$ cat config.mk
export PLATFORM = sky130hd
export DESIGN_NAME = mem_stage
export DESIGN_NICKNAME = d
export VERILOG_FILES = /design/src/rtl/bexkat1_pkg.sv /design/src/rtl/mem_lane_align.sv /design/src/rtl/mem_stage.sv
export SDC_FILE = /design/constraint.sdc
export NUM_CORES = 1
export LEC_CHECK = 0
export ABC_AREA = 0
export ABC_CLOCK_PERIOD_IN_PS = 7900
export CAP_MARGIN = 25
export CORE_ASPECT_RATIO = 2
export CORE_MARGIN = 2
export CORE_UTILIZATION = 50
export DETAILED_ROUTE_END_ITERATION = 10
export HOLD_SLACK_MARGIN = 0.02
export PLACE_DENSITY = 0.8
export SLEW_MARGIN = 20
export SYNTH_ARGS = -nofsm -noshare
export SYNTH_HDL_FRONTEND = slang
export SYNTH_HIERARCHICAL = 1
export SYNTH_SLANG_ARGS = --single-unit
$ cat constraint.sdc
create_clock -name clk_i -period 7.9 [get_ports clk_i]
set_clock_uncertainty 0.1 [all_clocks]
set_input_delay 1.975 -clock clk_i [delete_from_list [all_inputs] [get_ports clk_i]]
set_output_delay 1.975 -clock clk_i [all_outputs]
set_load 0.005 [all_outputs]
$ cat src/rtl/bexkat1_pkg.sv
// bexkat1 shared definitions for the memory/writeback stage.
//   mem_op_t    : operation class handed down from execute
//   mem_state_t : mem_stage control states
//   SZ_*        : register-file byte_en size codes (0 is "no write")
//   SP_STEP     : stack pointer adjustment for PUSH/POP
package bexkat1_pkg;

  typedef enum logic [2:0] {
    MemNone  = 3'd0,
    MemLoad  = 3'd1,
    MemStore = 3'd2,
    MemPush  = 3'd3,
    MemPop   = 3'd4
  } mem_op_t;

  typedef enum logic [1:0] {
    StIdle,
    StBus,
    StWb
  } mem_state_t;

  localparam logic [1:0] SZ_BYTE = 2'd1;
  localparam logic [1:0] SZ_HALF = 2'd2;
  localparam logic [1:0] SZ_WORD = 2'd3;

  localparam int unsigned SP_STEP = 4;

  // Size code 0 also means word on the input side; fold it to 3 so it can
  // be used directly as a write enable.
  function automatic logic [1:0] norm_size(input logic [1:0] size);
    return (size == SZ_BYTE || size == SZ_HALF) ? size : SZ_WORD;
  endfunction

endpackage

$ cat src/rtl/mem_lane_align.sv
// Combinational big-endian lane steering for a 32-bit bus.
//   size        : normalised size code (SZ_BYTE/SZ_HALF/SZ_WORD)
//   addr        : byte offset within the word
//   st_data     : right-justified store data
//   ld_raw      : raw bus read data
//   sel         : byte-lane select, bit 3 = byte 0
//   misalign    : access does not fit its natural alignment
//   st_rep      : store data replicated across all lanes
//   ld_data     : selected lane(s), right-justified, zero-extended
module mem_lane_align
  import bexkat1_pkg::*;
(
  input  logic [1:0]  size,
  input  logic [1:0]  addr,
  input  logic [31:0] st_data,
  input  logic [31:0] ld_raw,
  output logic [3:0]  sel,
  output logic        misalign,
  output logic [31:0] st_rep,
  output logic [31:0] ld_data
);

  always_comb begin
    sel      = 4'b1111;
    misalign = 1'b0;
    st_rep   = st_data;
    ld_data  = ld_raw;
    case (size)
      SZ_BYTE: begin
        sel     = 4'b1000 >> addr;
        st_rep  = {4{st_data[7:0]}};
        // byte n lives at bit 8*(3-n); ~addr == 3-addr for 2 bits
        ld_data = {24'b0, ld_raw[{~addr, 3'b000} +: 8]};
      end
      SZ_HALF: begin
        sel      = addr[1] ? 4'b0011 : 4'b1100;
        misalign = addr[0];
        st_rep   = {2{st_data[15:0]}};
        ld_data  = {16'b0, ld_raw[{~addr[1], 4'b0000} +: 16]};
      end
      default: begin
        misalign = |addr;
      end
    endcase
  end

endmodule

$ cat src/rtl/mem_stage.sv
// bexkat1 memory/writeback stage. Accepts one op per handshake, runs at most
// one classic bus cycle, and retires exactly one register-file write cycle.
// Lane steering assumes WIDTH = 32.
//   in_*     : op from execute (valid/ready handshake)
//   bus_*    : classic bus master (cyc/stb/we/adr/sel/dat, ack/err)
//   rf_*     : register-file general and SP write ports, one-cycle strobes
//   fault*   : one-cycle fault pulse, faulting address held until next fault
// Optional: define MEM_TIMEOUT_EN to abort bus cycles after TIMEOUT cycles
// without a response.
module mem_stage
  import bexkat1_pkg::*;
#(
  parameter int unsigned WIDTH   = 32,
  parameter int unsigned COUNTP  = 4,
  parameter int unsigned TIMEOUT = 255
) (
  input  logic              clk_i,
  input  logic              rst_i,
  input  logic              in_valid,
  output logic              in_ready,
  input  logic [2:0]        in_op,
  input  logic [1:0]        in_size,
  input  logic [WIDTH-1:0]  in_addr,
  input  logic [WIDTH-1:0]  in_data,
  input  logic [COUNTP-1:0] in_dest,
  input  logic              in_wr,
  input  logic [WIDTH-1:0]  in_sp,
  output logic              bus_cyc,
  output logic              bus_stb,
  output logic              bus_we,
  output logic [WIDTH-1:0]  bus_adr,
  output logic [3:0]        bus_sel,
  output logic [WIDTH-1:0]  bus_dat_o,
  input  logic [WIDTH-1:0]  bus_dat_i,
  input  logic              bus_ack,
  input  logic              bus_err,
  output logic [COUNTP-1:0] rf_write_addr,
  output logic [WIDTH-1:0]  rf_write_data,
  output logic [1:0]        rf_write_en,
  output logic [WIDTH-1:0]  rf_sp_data,
  output logic [1:0]        rf_sp_en,
  output logic              fault,
  output logic [WIDTH-1:0]  fault_addr
);

  mem_state_t        state_q, state_d;
  mem_op_t           op_q, op_d;
  logic [1:0]        size_q, size_d;
  logic [COUNTP-1:0] dest_q, dest_d;
  logic              wr_q, wr_d;
  logic [WIDTH-1:0]  sp_new_q, sp_new_d;

  logic              cyc_q, cyc_d;
  logic              we_q, we_d;
  logic [WIDTH-1:0]  adr_q, adr_d;
  logic [3:0]        sel_q, sel_d;
  logic [WIDTH-1:0]  dat_q, dat_d;

  logic [COUNTP-1:0] waddr_q, waddr_d;
  logic [WIDTH-1:0]  wdata_q, wdata_d;
  logic [1:0]        wen_q, wen_d;
  logic [WIDTH-1:0]  sp_data_q, sp_data_d;
  logic [1:0]        sp_en_q, sp_en_d;
  logic              fault_q, fault_d;
  logic [WIDTH-1:0]  fault_addr_q, fault_addr_d;

  // Accept-side decode
  mem_op_t          in_op_e;
  logic             is_mem;
  logic [WIDTH-1:0] acc_adr;
  logic [1:0]       acc_size;

  assign in_op_e = mem_op_t'(in_op);

  always_comb begin
    acc_adr  = in_addr;
    acc_size = norm_size(in_size);
    is_mem   = 1'b1;
    case (in_op_e)
      MemLoad, MemStore: is_mem = 1'b1;
      MemPush: begin
        acc_adr  = in_sp - WIDTH'(SP_STEP);
        acc_size = SZ_WORD;
      end
      MemPop: begin
        acc_adr  = in_sp;
        acc_size = SZ_WORD;
      end
      default: is_mem = 1'b0;
    endcase
  end

  // One aligner: fed from the incoming op while idle, from the captured op
  // while the bus cycle is in flight (only the load path matters then).
  logic [1:0]       al_size;
  logic [1:0]       al_addr;
  logic [3:0]       al_sel;
  logic             al_misalign;
  logic [WIDTH-1:0] al_st;
  logic [WIDTH-1:0] al_ld;

  assign al_size = (state_q == StIdle) ? acc_size     : size_q;
  assign al_addr = (state_q == StIdle) ? acc_adr[1:0] : adr_q[1:0];

  mem_lane_align u_align (
    .size     (al_size),
    .addr     (al_addr),
    .st_data  (in_data),
    .ld_raw   (bus_dat_i),
    .sel      (al_sel),
    .misalign (al_misalign),
    .st_rep   (al_st),
    .ld_data  (al_ld)
  );

  logic timeout_hit;

`ifdef MEM_TIMEOUT_EN
  localparam int unsigned CntW = $clog2(TIMEOUT + 1);
  logic [CntW-1:0] cnt_q;

  assign timeout_hit = (state_q == StBus) && (cnt_q == CntW'(TIMEOUT - 1));

  always_ff @(posedge clk_i) begin
    if (!rst_i || state_q != StBus) begin
      cnt_q <= '0;
    end else if (!bus_ack && !bus_err) begin
      cnt_q <= cnt_q + 1'b1;
    end
  end
`else
  // No timeout: bus cycles wait indefinitely. TIMEOUT is only referenced.
  assign timeout_hit = 1'b0 & (TIMEOUT == 0);
`endif

  always_comb begin
    state_d      = state_q;
    op_d         = op_q;
    size_d       = size_q;
    dest_d       = dest_q;
    wr_d         = wr_q;
    sp_new_d     = sp_new_q;
    cyc_d        = cyc_q;
    we_d         = we_q;
    adr_d        = adr_q;
    sel_d        = sel_q;
    dat_d        = dat_q;
    waddr_d      = waddr_q;
    wdata_d      = wdata_q;
    wen_d        = 2'b00;
    sp_data_d    = sp_data_q;
    sp_en_d      = 2'b00;
    fault_d      = 1'b0;
    fault_addr_d = fault_addr_q;

    unique case (state_q)
      StIdle: begin
        if (in_valid) begin
          if (!is_mem) begin
            if (in_wr) begin
              wen_d   = SZ_WORD;
              waddr_d = in_dest;
              wdata_d = in_data;
            end
          end else if (al_misalign) begin
            fault_d      = 1'b1;
            fault_addr_d = acc_adr;
          end else begin
            state_d  = StBus;
            op_d     = in_op_e;
            size_d   = acc_size;
            dest_d   = in_dest;
            wr_d     = in_wr;
            sp_new_d = (in_op_e == MemPop) ? in_sp + WIDTH'(SP_STEP)
                                           : in_sp - WIDTH'(SP_STEP);
            cyc_d    = 1'b1;
            we_d     = (in_op_e == MemStore) || (in_op_e == MemPush);
            adr_d    = acc_adr;
            sel_d    = al_sel;
            dat_d    = al_st;
          end
        end
      end
      StBus: begin
        // err beats ack; ack beats a timeout landing in the same cycle
        if (bus_err || (timeout_hit && !bus_ack)) begin
          state_d      = StIdle;
          cyc_d        = 1'b0;
          we_d         = 1'b0;
          fault_d      = 1'b1;
          fault_addr_d = adr_q;
        end else if (bus_ack) begin
          state_d = StWb;
          cyc_d   = 1'b0;
          we_d    = 1'b0;
          case (op_q)
            MemLoad: begin
              if (wr_q) begin
                wen_d   = size_q;
                waddr_d = dest_q;
                wdata_d = al_ld;
              end
            end
            MemPush: begin
              sp_en_d   = 2'b11;
              sp_data_d = sp_new_q;
            end
            MemPop: begin
              wen_d     = SZ_WORD;
              waddr_d   = dest_q;
              wdata_d   = al_ld;
              sp_en_d   = 2'b11;
              sp_data_d = sp_new_q;
            end
            default: wen_d = 2'b00;
          endcase
        end
      end
      StWb:    state_d = StIdle;
      default: state_d = StIdle;
    endcase
  end

  always_ff @(posedge clk_i) begin
    if (!rst_i) begin
      state_q      <= StIdle;
      op_q         <= MemNone;
      size_q       <= 2'b00;
      dest_q       <= '0;
      wr_q         <= 1'b0;
      sp_new_q     <= '0;
      cyc_q        <= 1'b0;
      we_q         <= 1'b0;
      adr_q        <= '0;
      sel_q        <= 4'b0000;
      dat_q        <= '0;
      waddr_q      <= '0;
      wdata_q      <= '0;
      wen_q        <= 2'b00;
      sp_data_q    <= '0;
      sp_en_q      <= 2'b00;
      fault_q      <= 1'b0;
      fault_addr_q <= '0;
    end else begin
      state_q      <= state_d;
      op_q         <= op_d;
      size_q       <= size_d;
      dest_q       <= dest_d;
      wr_q         <= wr_d;
      sp_new_q     <= sp_new_d;
      cyc_q        <= cyc_d;
      we_q         <= we_d;
      adr_q        <= adr_d;
      sel_q        <= sel_d;
      dat_q        <= dat_d;
      waddr_q      <= waddr_d;
      wdata_q      <= wdata_d;
      wen_q        <= wen_d;
      sp_data_q    <= sp_data_d;
      sp_en_q      <= sp_en_d;
      fault_q      <= fault_d;
      fault_addr_q <= fault_addr_d;
    end
  end

  assign in_ready      = (state_q == StIdle);
  assign bus_cyc       = cyc_q;
  assign bus_stb       = cyc_q;
  assign bus_we        = we_q;
  assign bus_adr       = adr_q;
  assign bus_sel       = sel_q;
  assign bus_dat_o     = dat_q;
  assign rf_write_addr = waddr_q;
  assign rf_write_data = wdata_q;
  assign rf_write_en   = wen_q;
  assign rf_sp_data    = sp_data_q;
  assign rf_sp_en      = sp_en_q;
  assign fault         = fault_q;
  assign fault_addr    = fault_addr_q;

endmodule

==> reports/results.ini, run 1 <==
[clock_network]
clockBufferDepth=3
ctsHoldBuffers=0
cts.sinks=218
root_buffer=clkbuf_16
htreeDepth=1
clk_pin_slew_worst_paths_ps=70
cts_buffers=21
cts_resized=0
cts_tree=done
post_cts_buffers=0
insertion_delay_ps=530

[floorplan]
die_area_um2=24200
rows=78
dieWidth_um=111
pin_count=320
dieHeight_um=218
core_um2=22500
start_util_pct=50.7

[timing]
finalWorstSetupSlack_ps=1770
fin_setup_tns_ps=0
period_share_pct=77.6
fmax_mhz=163
setup_violations=0
whs_ps=353
maxSlewHeadroom_pct=38.8
final-hold-violation-count=0
rsz0062_at_grt=false
slew_violations=0
period_minus_slack_ps=6130
worst_pin_slew_ps=917

[synthesis]
yosys_warnings=6
synth_area_leaders=dfxtp_1, nand2_1, a21oi_1
synth.distinct_cells=79
synth_edf_count=0
synth_cells=1524
ys_seq_elements=218
synth-async-reset-ratio_pct=0
netlist_area_um2=11400
synth_seq_area_share_pct=38.2
yosysTopAreaCell=dfxtp_1
postSynthAreaPerCell_um2=7.50
synth_top_area_share_pct=38.2
synth_ff_type=dfxtp_1
syn_nets=1672

[placed_design]
place_congestion=1.02
hpwlAfterDp_um=34700
dpl_cell_area_um2=14500
dp_slack_ps=1280
io_buffers=319

[global_route]
grt_max_degree=74
grt_first_pass_wirelength_um=69300
grt-ovfl-total=0
grt_usage_pct=37.3
antenna_found_initial=0
grt_pass1_vias=12000

[finish]
fillers=1906
drive_above_1_share_pct=5.75
nets=1888
syn2layout_area_growth_pct=33.7
n_antenna_cell=0
design_area_um2=15300
final_util_pct=67.8

[critical_path]
path_max_fanout=70
startpoint_type=input pin
path_buf_inv=3
path_cells=clkdlybuf4s50_1 -> or3b_1 -> nand2_1 -> nor3b_1 -> a21oi_1 -> inv_1 -> ha_1 -> buf_4 -> or2_1 -> a22o_2 -> nor2_1 -> nand3_4 -> or3_1 -> o221ai_1
endpoint_kind=register
slowest_stage=nand3_4
cp.arrival_ps=6460
crit_required_ps=8230
critPathKind=input pin to register
crit_family=simple AND/OR/NAND/NOR gates
slowest_delay_ps=650
r2r_slack_ps=3930

[worst_hold_path]
hold_class=register to register

[power]
p_per_area_nw_per_um2=202
ir_worst_vdd_mv=0.311
p_leak_nw=5.26

[routing]
drcViolationCount=1
first_pass_iters=9
post_drt_wl_per_cell_um=23.2
routed_wirelength_um=47200
final_antenna_net_count=0
drt_iter0_markers=879
num_vias=12400
via_per_inst=6.12

[run_status]
violations=DRC
status=finished with violations

[job]
drv_cap=0

==> worst paths after layout <==
check / start / cells after the start / to
max: in_op[2] / 14 / sp_new_q[27]$_SDFFE_PN0P_
min: rf_sp_data[7]$_SDFFE_PN0P_ / 2 / rf_sp_data[7]$_SDFFE_PN0P_
max reg2reg: state_q[1]$_SDFFE_PN0P_ / 12 / sp_new_q[27]$_SDFFE_PN0P_
min reg2reg: rf_sp_data[7]$_SDFFE_PN0P_ / 2 / rf_sp_data[7]$_SDFFE_PN0P_
==> Yosys cell counts (15+ instances only) <==
library cell,number
nand4_1,20
a21oi_1,177
nand3_1,72
and2_1,23
o211ai_1,25
buf_2,27
nand2_1,349
o221ai_1,16
o21ai_0,64
clkbuf_1,100
a22o_1,26
or3_1,15
a211oi_1,15
a21o_1,38
nor3_1,27
dfxtp_1,218
nor2_1,74
==> through the flow <==
step | instances | power, W
floorplan | 1524 | 0.00161
global placement | 1997 | 0.00195
detailed placement | 1997 | 0.00196
CTS | 2035 | 0.00309
global route | 2035 | 0.00319
finish | 2035 | 0.00309
==> sequential cells by signal, indices dropped and copies added (netlist names), 32 cells and up <==
signal / flops
bus_adr: 32
rf_write_data: 32
fault_addr: 32
rf_sp_data: 32
bus_dat_o: 32
sp_new_q: 32
==> where the power goes <==
part / switching [W] / internal [W] / leakage (nW) / total [W]
Clock: 0.000463 / 0.000676 / 0.374 / 0.00114
Combinational: 0.000414 / 0.000310 / 3.12 / 0.000724
Sequential: 0.0000519 / 0.00117 / 1.77 / 0.00122
==> routing by layer <==
layer	up-vias	global-route usage, %	routed length, µm
met5	-	0	0
met4	0	31.2	4480
met3	162	7.14	3380
met2	613	69.9	24700
met1	5843	34.1	14600
li1	5831	-	-
==> final cells by class <==
type	count	area (µm²)	share of cell area (%)
multi-input combinational	1144	6370	41.7
timing repair buffer	343	3370	22.1
tap	280	350	2.29
sequential	218	4360	28.6
clock inverter	14	215	1.41
clock buffer	24	557	3.64
inverter	12	47.5	0.311
==> layout by cell type, fill, tap and decap left out, drive strengths merged, types with 5 or more instances in the layout <==
master,count
nand2,350
clkdlybuf4s50,318
dfxtp,218
a21oi,177
nor2,76
o21ai,76
nand3,74
a21o,38
nor3,31
a22o,27
o211ai,25
buf,25
clkbuf,24
and2,23
nand4,21
nor4,18
a211oi,17
o221ai,16
or3,15
inv,13
a22oi,12
and3,12
mux2i,11
a221o,10
a221oi,10
a31oi,8
xor2,7
xnor2,7
nand2b,7
nor3b,6
clkinv,6
ha,5
bufinv,5
o21bai,5
nor2b,5
==> cells by family after synthesis <==
| logic type | after synthesis | synth area share [%] |
|---|---|---|
| mux | 12 | 1.06 |
| simple gates | 659 | 27.1 |
| flops | 218 | 38.2 |
| fa+ha+maj | 5 | 0.547 |
| xor+xnor | 14 | 1.07 |
| compound gates | 454 | 25.6 |
| buf+inv | 162 | 6.47 |
==> worst reg2reg max path, delay by kind of cell, from the launching register on <==
family / cells / cell delay [ps]
adder cells (fa/ha/maj): 1 / 190
flip-flops: 1 / 440
AO/OA/AOI/OAI: 3 / 700
AND/OR/NAND/NOR: 5 / 1970
buffers and inverters: 3 / 480
(Power assumes the default switching activity.)
==> inputs of run 2 (changes only) <==
- ABC_CLOCK_PERIOD_IN_PS: 7900 -> 6100
- CORE_UTILIZATION: 50 -> 49
- PLACE_DENSITY: 0.8 -> 0.79
- clock period: 7.9 -> 6.1 ns (I/O delays scaled with it)
==> run 2 against run 1 <==
Compared with the run above:
- the run now ends clean
- via count is 0.62% lower
- core utilization is 1.9 points lower
- final cell count hardly changed
- global-route usage is 1.4 points lower
- sequential cell count stayed put
- first-iteration DRC count is 13% higher
==> reports/results.ini, run 2 (synthesis gave the netlist of run 1 again) <==
[routing]
via_per_inst=6.08  ; was 6.12
drcViolationCount=0  ; was 1
num_vias=12400  ; about the same
final_antenna_net_count=0  ; unchanged
drt_iter0_markers=992  ; was 879
post_drt_wl_per_cell_um=22.6  ; was 23.2 µm
routed_wirelength_um=46100  ; was 47,200 µm
first_pass_iters=5  ; was 9

[floorplan]
rows=79  ; was 78
dieWidth_um=112  ; was 111 µm
core_um2=23100  ; was 22,500 µm²
dieHeight_um=220  ; was 218 µm
start_util_pct=49.4  ; was 50.7%
die_area_um2=24600  ; was 24,200 µm²
pin_count=320  ; unchanged

[job]
drv_cap=0  ; unchanged

[worst_hold_path]
min_from=rf_sp_data[16]$_SDFFE_PN0P_  ; was rf_sp_data[7]$_SDFFE_PN0P_
hold_class=register to register  ; unchanged
min_to=rf_sp_data[16]$_SDFFE_PN0P_  ; was rf_sp_data[7]$_SDFFE_PN0P_
worstHoldPathCells=2  ; unchanged

[timing]
fmax_mhz=191
period_share_pct=85.8
slew_violations=0  ; unchanged
worst_pin_slew_ps=1060  ; was 917 ps
setup_violations=0  ; unchanged
final-hold-violation-count=0  ; unchanged
fin_setup_tns_ps=0  ; unchanged
whs_ps=351  ; was 353 ps
period_minus_slack_ps=5230
rsz0062_at_grt=false  ; unchanged
maxSlewHeadroom_pct=29.3  ; was 38.8%

[clock_network]
cts_resized=0  ; unchanged
cts_buffers=21  ; unchanged
root_buffer=clkbuf_16  ; unchanged
cts.sinks=218  ; unchanged
ctsHoldBuffers=0  ; unchanged
post_cts_buffers=0  ; unchanged
cts_tree=done  ; unchanged
clk_pin_slew_worst_paths_ps=60  ; was 70 ps
htreeDepth=1  ; unchanged
insertion_delay_ps=520  ; was 530 ps
clockBufferDepth=3  ; unchanged

[critical_path]
cp-startpoint=in_op[2]  ; unchanged
rr_worst_depth=12  ; unchanged
r2r_slack_ps=1800  ; was 3930 ps
rr_startpoint=state_q[1]$_SDFFE_PN0P_  ; unchanged
critPathKind=input pin to register  ; unchanged
crit_required_ps=6380  ; was 8230 ps
startpoint_type=input pin  ; unchanged
path_max_fanout=48  ; was 70
cp.arrival_ps=5510  ; was 6460 ps
reg2reg_to=bus_dat_o[2]$_SDFFE_PN0P_  ; was sp_new_q[27]$_SDFFE_PN0P_
endpoint_kind=register  ; unchanged

[global_route]
grt_first_pass_wirelength_um=68200  ; was 69,300 µm
grt_usage_pct=35.9  ; was 37.3%
grt_pass1_vias=12100  ; was 12,000
grt_max_degree=106  ; was 74
antenna_found_initial=0  ; unchanged
grt-ovfl-total=0  ; unchanged

[finish]
final_cell_mix=nand2_1, clkdlybuf4s50_1, dfxtp_1, a21oi_1, nor2_1  ; unchanged
final_util_pct=65.8  ; was 67.8%
final_common_cell=nand2_1  ; unchanged
fillers=2042  ; was 1,906
nets=1888  ; unchanged
syn2layout_area_growth_pct=33.2  ; was 33.7%
drive_above_1_share_pct=5.53  ; was 5.75%
design_area_um2=15200  ; was 15,300 µm²
n_antenna_cell=0  ; unchanged

[placed_design]
place_congestion=0.965  ; was 1.02
dpl_cell_area_um2=14500  ; about the same
hpwlAfterDp_um=34000  ; was 34,700 µm
io_buffers=319  ; unchanged

[run_status]
status=completed  ; was finished with violations

[power]
p_per_area_nw_per_um2=251  ; was 202 nW/µm²
ir_worst_vdd_mv=0.257  ; was 0.311 mV
p_leak_nw=5.22  ; was 5.26 nW

==> run 2: changes by cell type in the layout (fill, tap and decap cells not counted), moves of 2 or more <==
| cell | change |
|---|---|
| buf_4 | -5 |
| buf_12 | +4 |
| clkbuf_1 | +2 |
| bufinv_16 | -4 |
==> run 2: worst max-delay path by stage <==
stage,end,slack (ps),cells after the start
finish,bus_dat_o[2]$_SDFFE_PN0P_,870,14
global route,bus_dat_o[1]$_SDFFE_PN0P_,560,14
floorplan,sp_new_q[20]$_SDFFE_PN0P_,1140,16
CTS,bus_dat_o[0]$_SDFFE_PN0P_,910,14
global placement,bus_adr[9]$_SDFFE_PN0P_,520,14
detailed placement,bus_dat_o[0]$_SDFFE_PN0P_,390,14
==> run 2: metal layers <==
layer | vias to the layer above | global-route usage, % | share of wire, % | wire length (µm)
li1 | 5825 | - | - | -
met1 | 5749 | 33.3 | 32 | 14600
met2 | 610 | 67.5 | 52 | 24100
met3 | 188 | 6.05 | 6.3 | 2920
met4 | 0 | 29.6 | 9.6 | 4440
met5 | - | 0 | 0 | 0
==> run 2: worst max-delay path, cell delays in order <==
cell,delay (ps)
clkdlybuf4s50_1,550
or3b_1,380
nand2_1,180
nor3b_1,100
a21oi_1,270
inv_1,90
ha_1,340
or2_1,330
a22o_2,270
nor2_1,220
nand3_4,440
buf_4,520
nand2_1,140
a21oi_1,70
==> run 2: through the flow <==
stage / total power, W / setup slack, ps / cells
2_1_floorplan: 0.00209 / 1140 / 1524
3_3_place_gp: 0.00252 / 525 / 1999
3_5_place_dp: 0.00253 / 387 / 1999
4_1_cts: 0.00382 / 913 / 2035
5_1_grt: 0.00396 / 555 / 2036
6_report: 0.00382 / 867 / 2036
==> run 2: cell type report <==
cell class | count | area [µm²] | share of cell area, %
multi-input combinational | 1144 | 6370 | 41.9
sequential | 218 | 4360 | 28.7
timing repair buffer | 343 | 3420 | 22.5
clock buffer | 27 | 578 | 3.80
tap | 283 | 354 | 2.33
clock inverter | 9 | 88.8 | 0.584
inverter | 12 | 47.5 | 0.312
==> run 2: where the power goes <==
part           internal, W  switching (W)
sequential         0.00152      0.0000650
combinational     0.000406       0.000528
clock             0.000717       0.000586
==> inputs of run 3 (changes only) <==
- CTS_CLUSTER_SIZE: unset -> 40
==> results of run 3 <==
No change in the layout: final DEF, timing and power equal those of run 2.
